==> config.mk <==
export PLATFORM = sky130hd
export DESIGN_NAME = imem_boot_loader
export DESIGN_NICKNAME = d
export VERILOG_FILES = /design/src/rtl/imem_boot_loader.sv
export SDC_FILE = /design/constraint.sdc
export NUM_CORES = 1
export LEC_CHECK = 0
export CAP_MARGIN = 10
export CORE_UTILIZATION = 40
export CTS_BUF_LIST = sky130_fd_sc_hd__clkbuf_4
export CTS_CLUSTER_DIAMETER = 200
export DETAILED_ROUTE_END_ITERATION = 7
export HOLD_SLACK_MARGIN = 0.12
export SETUP_SLACK_MARGIN = 0.4
export SLEW_MARGIN = 25
export SYNTH_ARGS = -nofsm -noshare
export SYNTH_HDL_FRONTEND = slang
export SYNTH_SLANG_ARGS = --single-unit
==> constraint.sdc <==
create_clock -name clk -period 2.1 [get_ports clk]
set_input_delay 0.63 -clock clk [delete_from_list [all_inputs] [get_ports clk]]
set_output_delay 0.63 -clock clk [all_outputs]
set_load 0.01 [all_outputs]
==> src/rtl/imem_boot_loader.sv <==
`default_nettype none
// ============================================================================
// Module   : imem_boot_loader
// Brief    : Loads the instruction RAM from a byte stream (count header then
//            little-endian words) and holds the core off fetch while loading.
// Revision : 1.0
// ============================================================================
module imem_boot_loader #(
    parameter int unsigned W         = 32,
    parameter int unsigned DEPTH     = 2048,
    parameter int unsigned BASE_ADDR = 0
) (
    input  logic         clk,
    input  logic         rst,
    input  logic         start,
    input  logic [7:0]   rx_data,
    input  logic         rx_valid,
    output logic         rx_ready,
    output logic         is_write,
    output logic [W-1:0] im_addr,
    output logic [W-1:0] im_inst,
    output logic         core_hold,
    output logic         load_done,
    output logic         load_err
);

    localparam int unsigned  IDX_W       = $clog2(DEPTH + 1);
    localparam logic [W-1:0] c_base_addr = W'(BASE_ADDR);
    localparam logic [31:0]  c_depth     = 32'(DEPTH);

    typedef enum logic [2:0] {
        S_IDLE  = 3'd0,
        S_LEN   = 3'd1,
        S_DATA  = 3'd2,
        S_WRITE = 3'd3,
        S_DONE  = 3'd4,
        S_ERR   = 3'd5
    } state_t;

    state_t           r_state;
    state_t           w_next;
    logic [1:0]       r_bcnt;
    logic [23:0]      r_shift;
    logic [31:0]      r_n;
    logic [IDX_W-1:0] r_idx;

    logic             w_accept;
    logic             w_last_byte;
    logic [31:0]      w_word;
    logic [IDX_W-1:0] w_idx_next;
    logic             w_last_word;
    logic             w_rx_ready;
    logic             w_hold;

    assign w_accept    = rx_valid && rx_ready;
    assign w_last_byte = w_accept && (r_bcnt == 2'd3);
    // Newest byte is the most significant: four shifts give a little-endian word.
    assign w_word      = {rx_data, r_shift};
    assign w_idx_next  = r_idx + 1'b1;
    assign w_last_word = (32'(w_idx_next) == r_n);

    always_comb begin
        w_next = r_state;
        case (r_state)
            S_IDLE:  if (start) w_next = S_LEN;
            S_LEN: begin
                if (w_last_byte) begin
                    if (w_word == 32'd0)         w_next = S_DONE;
                    else if (w_word > c_depth)   w_next = S_ERR;
                    else                         w_next = S_DATA;
                end
            end
            S_DATA:  if (w_last_byte) w_next = S_WRITE;
            S_WRITE: w_next = w_last_word ? S_DONE : S_DATA;
            S_DONE:  w_next = S_IDLE;
            S_ERR:   if (start) w_next = S_LEN;
            default: w_next = S_IDLE;
        endcase

        // Outputs are registered, so they are decoded from the state being entered.
        w_rx_ready = (w_next == S_LEN) || (w_next == S_DATA);
        w_hold     = (w_next == S_LEN) || (w_next == S_DATA) ||
                     (w_next == S_WRITE) || (w_next == S_ERR);
    end

    always_ff @(posedge clk) begin
        if (rst) begin
            r_state   <= S_IDLE;
            r_bcnt    <= 2'd0;
            r_shift   <= 24'd0;
            r_n       <= 32'd0;
            r_idx     <= '0;
            rx_ready  <= 1'b0;
            is_write  <= 1'b0;
            im_addr   <= '0;
            im_inst   <= '0;
            core_hold <= 1'b0;
            load_done <= 1'b0;
            load_err  <= 1'b0;
        end else begin
            r_state   <= w_next;
            rx_ready  <= w_rx_ready;
            core_hold <= w_hold;
            is_write  <= (w_next == S_WRITE);
            load_done <= (w_next == S_DONE);
            load_err  <= (w_next == S_ERR);

            if (w_accept) begin
                r_shift <= w_word[31:8];
                r_bcnt  <= r_bcnt + 2'd1;
            end
            if ((r_state == S_LEN) && w_last_byte) begin
                r_n   <= w_word;
                r_idx <= '0;
            end
            if ((r_state == S_DATA) && w_last_byte) begin
                im_addr <= c_base_addr + (W'(r_idx) << 2);
                im_inst <= W'(w_word);
            end
            if (r_state == S_WRITE) begin
                r_idx <= w_idx_next;
            end
        end
    end

endmodule
`default_nettype wire

Yosys cells after proc, flatten, opt, wreduce, memory -nomap -nowiden
Index checks and enable logic that the tools add are counted.

storage, ports and cells
  flip-flop bits (word level) = 122
  ROM bits = 0
  output and inout port bits = 69
  input bits = 12
  logic and storage cells = 46
  memories kept = 0
  latch bits = 0
  bits in writable memories = 0

operators by class
  $lt $le $gt $ge = 1
  add/sub/neg operators = 2
  equality and inequality tests = 11
  reductions and logical operators = 11
  bitwise logic cells = 0
  div/mod/pow operators = 0
  mux-type cells = 9
  multiply operators = 0
  shift operators = 0

operator list
  operator                 count
  $eq A12 B32 Y1           1
  $gt A32 B12 Y1 const B   1
  $logic_not A32 Y1        1
  $mux W12                 2
  $mux W3                  6
  $add A12 B1 Y12 const B  1
  $eq A3 B2 Y1 const B     4
  $pmux W3 S4              1
  $eq A3 B3 Y1 const B     3
  $eq A3 B1 Y1 const B     2
  $logic_and A1 B1 Y1      4
  $logic_not A3 Y1         1
  $logic_or A1 B1 Y1       3
  $add A2 B1 Y2 const B    1
  $eq A2 B2 Y1 const B     1
  $reduce_bool A2 Y1       1
  $reduce_or A2 Y1         1

Depth between registers and ports, before layout
Gate-level depths: netlist of the first run.

  word-level depth = 9
  depth in mapped cells = 9
  gate-level depth less buffers = 8

Worst setup path after synthesis of the first run
Ideal clock, no wire load.

  path type = register -> register
  start point = register r_shift[0]
  end point = register rx_ready
  arrival time = 1.942 ns
  cell stages (with the launch flop) = 7
  setup time = 0.115 ns
  setup slack = 0.043 ns
  data required time = 1.985 ns
  period minus slack after synthesis = 2.057 ns
  cell sequence = dfxtp_1 > or4_4 > or4_4 > nand4bb_2 > o21bai_1 > o311a_1 > o21a_1

on the way
  longest elaborated chain between the ends = 7
  elaborated cells between the ends (all ways) = 9

ends and longest elaborated chain
  item                                                 line  source
  from (decl)                                          43    logic [23:0] r_shift;
  from (signal assigned)                               109   r_shift <= w_word[31:8];
  $gt A32 B12 Y1                                       69    else if (w_word > c_depth) w_next = S_ERR;
  $mux W3                                              69
  $mux W3 *                                            68    if (w_word == 32'd0) w_next = S_DONE;
  $mux W3 *                                            67    if (w_last_byte) begin
  $pmux W3 S4 *                                        64    case (r_state)
  $eq A3 B1 Y1 / $eq A3 B2 Y1 (equally long branches)  81    w_rx_ready = (w_next == S_LEN) || (w_next == S_DATA);
  $logic_or A1 B1 Y1 *                                 81
  to (signal assigned)                                 102   rx_ready <= w_rx_ready;
  to (decl)                                            18    output logic rx_ready,

Every way passes the cells marked *; elsewhere a longest branch is shown, timed or not.
A chain may end at the register's enable or synchronous reset.

Final worst setup path of the first run
  start point = register r_shift[6]
  end point = register rx_ready

The elaborated chain is that of the path after synthesis.

==> impl_metrics.prom, run 1 <==
# TYPE chip_impl_metric gauge
chip_impl_info{name="result_of_the_run",value="finished with violations"} 1
chip_impl_info{name="failed_checks",value="negative setup slack"} 1
chip_impl_metric{name="cp_data_required_time",unit="ns"} 2.53
chip_impl_metric{name="portBuffers",unit=""} 60
chip_impl_metric{name="clock_latency",unit="ns"} 0.53
chip_impl_info{name="yosys.area.top_type",value="sky130_fd_sc_hd__dfxtp_1"} 1
chip_impl_metric{name="pin_count",unit=""} 81
chip_impl_metric{name="layout-area-overhead-vs-synth",unit="%"} 28.5
chip_impl_info{name="most_frequent_cell_on_the_critical_path",value="sky130_fd_sc_hd__or4_4"} 1
chip_impl_metric{name="die_width",unit="um"} 115
chip_impl_metric{name="number_of_drc_violations_after_detailed_routing_iteration_0",unit=""} 224
chip_impl_metric{name="mappedNetlistArea",unit="sq mm"} 0.00511
chip_impl_info{name="critical_path_class",value="reg2reg"} 1
chip_impl_metric{name="post_route_cells_drive_above_1_share",unit="%"} 31.9
chip_impl_metric{name="final_nets",unit=""} 778
chip_impl_metric{name="crit_arrival",unit="ns"} 2.55
chip_impl_metric{name="worst_ir_drop_vdd",unit="uV"} 359
chip_impl_metric{name="setup_viol",unit=""} 1
chip_impl_metric{name="detail_route.wirelength",unit="um"} 14000
chip_impl_metric{name="final_core_utilization",unit="%"} 53.8
chip_impl_metric{name="post_synth_num_cell_types",unit=""} 52
chip_impl_info{name="setup.worst_path.start_class",value="register"} 1
chip_impl_metric{name="gp_routability_congestion",unit=""} 0.787
chip_impl_metric{name="cp.buffers_inverters",unit=""} 0
chip_impl_metric{name="synth_largest_type_area_fraction",unit="%"} 47.8
chip_impl_info{name="synth_top_flop_cell",value="sky130_fd_sc_hd__dfxtp_1"} 1
chip_impl_metric{name="worst_clock_skew",unit="ns"} 0.00939
chip_impl_metric{name="layout_worst_path_cycle_share",unit="%"} 101
chip_impl_metric{name="die_height",unit="um"} 115
chip_impl_metric{name="timing.final.hold_violations",unit=""} 0
chip_impl_metric{name="max_freq",unit="MHz"} 473
chip_impl_info{name="clockRootBuffer",value="sky130_fd_sc_hd__clkbuf_4"} 1
chip_impl_metric{name="detailedRoute.firstPassIterationCount",unit=""} 4
chip_impl_info{name="rsz0062_at_grt",value="true"} 1
chip_impl_metric{name="core.rowCount",unit=""} 40
chip_impl_info{name="post_synth_main_area_contributors",value="sky130_fd_sc_hd__dfxtp_1 (48%), sky130_fd_sc_hd__nand2_1 (16%), sky130_fd_sc_hd__a21oi_1 (12%)"} 1
chip_impl_metric{name="crit_path_max_fanout",unit=""} 4
chip_impl_metric{name="sequential_cell_area",unit="sq mm"} 0.00252
chip_impl_info{name="cell_at_the_slowest_stage_of_the_critical_path",value="sky130_fd_sc_hd__or4_4"} 1
chip_impl_metric{name="vias",unit=""} 4825
chip_impl_metric{name="number_of_flops_mapped_to_enable_cells_by_yosys",unit=""} 0
chip_impl_metric{name="drt_drc_violations_left",unit=""} 0
chip_impl_metric{name="cts_num_sinks",unit=""} 122
chip_impl_metric{name="final.min_clock_period",unit="ns"} 2.11
chip_impl_metric{name="core-area",unit="sq mm"} 0.0122
chip_impl_metric{name="worstHoldPathCells",unit=""} 2
chip_impl_metric{name="cts_htree_levels",unit=""} 4
chip_impl_metric{name="gr_met1_demand_resource",unit="%"} 25.4
chip_impl_metric{name="clk_path_buf_depth",unit=""} 2
chip_impl_metric{name="worst_path_largest_cell_delay",unit="ns"} 0.55
chip_impl_metric{name="die_area",unit="sq mm"} 0.0132
chip_impl_metric{name="ys.warnings.count",unit=""} 0
chip_impl_metric{name="globalRouteTotalUtil",unit="%"} 21.9
chip_impl_metric{name="hpwl_detailed",unit="um"} 9350
chip_impl_metric{name="grtUsageMet3",unit="%"} 4.96
chip_impl_metric{name="initial_utilization",unit="%"} 41.8
chip_impl_metric{name="leakagePower",unit="nW"} 2.52
chip_impl_metric{name="final-max-slew-violation-count",unit=""} 0
chip_impl_metric{name="stdcell_count",unit=""} 943
chip_impl_info{name="cts_tree",value="built"} 1
chip_impl_info{name="r2r_end",value="rx_ready$_SDFF_PP0_"} 1
chip_impl_metric{name="postCtsHoldBufs",unit=""} 0
chip_impl_info{name="critical_path.cell_chain",value="or4_4 -> or4_4 -> nand4bb_4 -> o21bai_1 -> o311a_1 -> o21a_1"} 1
chip_impl_metric{name="power.density",unit="mW/mm^2"} 600
chip_impl_info{name="path_delay_family",value="simple AND/OR/NAND/NOR gates"} 1
chip_impl_metric{name="drv.max_cap_violation_count",unit=""} 0
chip_impl_metric{name="antenna_found_initial",unit=""} 0
chip_impl_metric{name="worst_setup_hold_path_clk_slew",unit="ns"} 0.10
chip_impl_info{name="hp-start",value="im_inst[31]$_SDFFE_PP0P_"} 1
chip_impl_metric{name="synthesis.area_per_instance",unit="sq um"} 7.72
chip_impl_metric{name="layout_fillers",unit=""} 1229
chip_impl_metric{name="antenna_nets_post_route",unit=""} 0
chip_impl_info{name="worst_hold_path.endpoint",value="im_inst[31]$_SDFFE_PP0P_"} 1
chip_impl_metric{name="sequential_cell_area_fraction_in_the_yosys_report",unit="%"} 47.8
chip_impl_metric{name="globalRouteOverflowTotal",unit=""} 0
chip_impl_metric{name="route.detailed.wl_per_inst",unit="um"} 14.9
chip_impl_metric{name="async_s_r_ff_share_synth",unit="%"} 0
chip_impl_metric{name="grt_start_max_net_pins",unit=""} 61
chip_impl_metric{name="grt_first_pass_wirelength",unit="um"} 22100
chip_impl_metric{name="place_worst_setup_slack",unit="ns"} -0.351
chip_impl_metric{name="numPlacedInstances",unit=""} 899
chip_impl_metric{name="post-route-worst-setup-slack",unit="ns"} -0.0139
chip_impl_metric{name="first_global_vias",unit=""} 4517
chip_impl_metric{name="post-layout-total-power",unit="mW"} 3.94
chip_impl_metric{name="reg2reg_slack",unit="ns"} -0.01
chip_impl_metric{name="routed_via_density",unit=""} 5.12
chip_impl_metric{name="globalRouteMet2Util",unit="%"} 38.3
chip_impl_info{name="worstHoldPathType",value="reg2reg"} 1
chip_impl_metric{name="r2r_cells",unit=""} 6
chip_impl_info{name="regToRegStartpoint",value="r_shift[6]$_SDFFE_PP0P_"} 1
chip_impl_metric{name="insertedDiodeCount",unit=""} 0
chip_impl_metric{name="number_of_buffers_added_by_the_clock_tree_synthesis_step",unit=""} 17
chip_impl_metric{name="yosys_register_bits",unit=""} 122
chip_impl_metric{name="netlist_instances",unit=""} 662
chip_impl_info{name="worst_setup_ep_type",value="register"} 1
chip_impl_info{name="global_route.peak_usage_layer",value="met2"} 1
chip_impl_metric{name="multi_input_area",unit="sq mm"} 0.00258
## metal layers
layer	part of all wire [%]	up-vias
li1	-	2396
met1	41	2282
met2	51	113
met3	4.3	34
met4	3.7	0
met5	0	-
## stage by stage
stage / area, sq um / hold WS (ns) / TNS, ns
after floorplan: 5230 / 0.436 / 0
after global placement: 6170 / 0.441 / -10.86
after detailed placement: 6170 / 0.446 / -12.35
after CTS: 6260 / 0.451 / -0.00783
after global routing: 6570 / 0.465 / -0.195
final: 6570 / 0.454 / -0.0139
## cell usage after synthesis (all sizes together), types with 2 or more instances
cell type and count:
xnor2 13, a22oi 2, o21a 2, nand3b 4
a211o 2, and4 3, a21oi 119, xor2 4
a31oi 2, or3 4, nand2 221, nor4 13
dfxtp 122, nor2 18, nor3 3, and3 4
nand3 9, o21ai 9, a211oi 3, ha 2
o31ai 2, nand4 4, buf 26, clkbuf 40
inv 3, and2 3, or4 5
## where the power goes
part | switching (mW) | internal [mW] | leakage (nW)
registers | 0.0219 | 2.32 | 1.01
clock network | 0.831 | 0.575 | 0.120
logic | 0.114 | 0.0713 | 1.39
total | 0.967 | 2.97 | 2.52
## how the worst max path moves through the flow
stage	from	cells after the start	endpoint	slack, ns
5_1_grt	r_shift[6]$_SDFFE_PP0P_	6	rx_ready$_SDFF_PP0_	-0.06
4_1_cts	r_shift[6]$_SDFFE_PP0P_	6	rx_ready$_SDFF_PP0_	-0.008
3_3_place_gp	rx_data[7]	7	load_done$_SDFF_PP0_	-0.28
3_5_place_dp	rx_data[7]	7	rx_ready$_SDFF_PP0_	-0.35
2_1_floorplan	r_shift[0]$_SDFFE_PP0P_	5	rx_ready$_SDFF_PP0_	0.07
6_report	r_shift[6]$_SDFFE_PP0P_	6	rx_ready$_SDFF_PP0_	-0.01
## cell type report
| class | instances | share of cell area [%] |
|---|---|---|
| sequential | 122 | 38.3 |
| tap | 168 | 3.20 |
| clock buffer | 19 | 2.17 |
| inverter | 3 | 0.171 |
| multi-input combinational | 490 | 39.4 |
| clock inverter | 11 | 1.26 |
| timing repair buffer | 130 | 15.5 |
## logic make-up (layout without fill, tap and decap cells)
logic type / Yosys count / count (layout) / share of synthesized area (%)
and+or+nand+nor: 300 / 300 / 26.0
other: 1 / 20 / 0.0734
AOI/OAI and AO/OA: 151 / 151 / 16.2
xor gates and xnor gates: 17 / 17 / 2.91
DFF: 122 / 122 / 47.8
adders and majority gates: 2 / 2 / 0.490
buffers and inverters: 69 / 163 / 6.59
## layout by cell type (no fill, tap or decap), types with 3 or more instances in the layout
cell type                         netlist  final
sky130_fd_sc_hd__or3_1                  4      4
sky130_fd_sc_hd__buf_6                  0      3
sky130_fd_sc_hd__a21oi_2                0      9
sky130_fd_sc_hd__o21ai_0                9      9
sky130_fd_sc_hd__xor2_1                 4      3
sky130_fd_sc_hd__nor3_1                 3      3
sky130_fd_sc_hd__nand3b_1               4      4
sky130_fd_sc_hd__nand2_2                1     11
sky130_fd_sc_hd__nand2_1              220    208
sky130_fd_sc_hd__dfxtp_2                0     51
sky130_fd_sc_hd__clkinv_2               0      3
sky130_fd_sc_hd__buf_12                 0      7
sky130_fd_sc_hd__dfxtp_1              122     68
sky130_fd_sc_hd__conb_1                 1     20
sky130_fd_sc_hd__clkdlybuf4s50_1        0      9
sky130_fd_sc_hd__nor4_1                13     12
sky130_fd_sc_hd__inv_1                  3      3
sky130_fd_sc_hd__clkinv_1               0      4
sky130_fd_sc_hd__nand3_1                8      7
sky130_fd_sc_hd__or4_4                  2      3
sky130_fd_sc_hd__buf_2                  2     48
sky130_fd_sc_hd__clkbuf_4               0     19
sky130_fd_sc_hd__dfxtp_4                0      3
sky130_fd_sc_hd__a21oi_1              119    110
sky130_fd_sc_hd__xnor2_1               13     13
sky130_fd_sc_hd__nand4_1                4      4
sky130_fd_sc_hd__buf_4                 20     60
sky130_fd_sc_hd__nor2_1                18     17
sky130_fd_sc_hd__clkinvlp_4             0      3
## worst register-to-register path, delay by kind of cell, from the launching register on
kind,cells,cell delay (ns)
simple gates,3,1.22
compound gates,3,0.47
flops,1,0.33
## flip-flops by register name, summed over array words and instances, names as in the netlist, 2 cells and up
register,count
r_idx,12
r_state,3
im_inst,32
im_addr,12
r_shift,24
r_bcnt,2
r_n,32
## repair_timing
item                                    4_1_cts  5_1_grt
pin swaps                                     0       11
buffers inserted                              3        9
cloned                                        0        2
resized for setup                           250       51
endpoints found under the setup margin       61       85
endpoints found under the hold margin         0        0
No activity file was read; power rests on OpenSTA's default activity.
==> run 2: changes to the inputs <==
- CTS_CLUSTER_SIZE: not set -> 25
==> results of run 2 <==
Same layout as run 1: the final DEF is identical, and so are final timing and power.
==> run 3: changes to the inputs <==
- CTS_CLUSTER_SIZE: 25 -> 28
==> results of run 3 <==
Same layout as run 1: the final DEF is identical, and so are final timing and power.
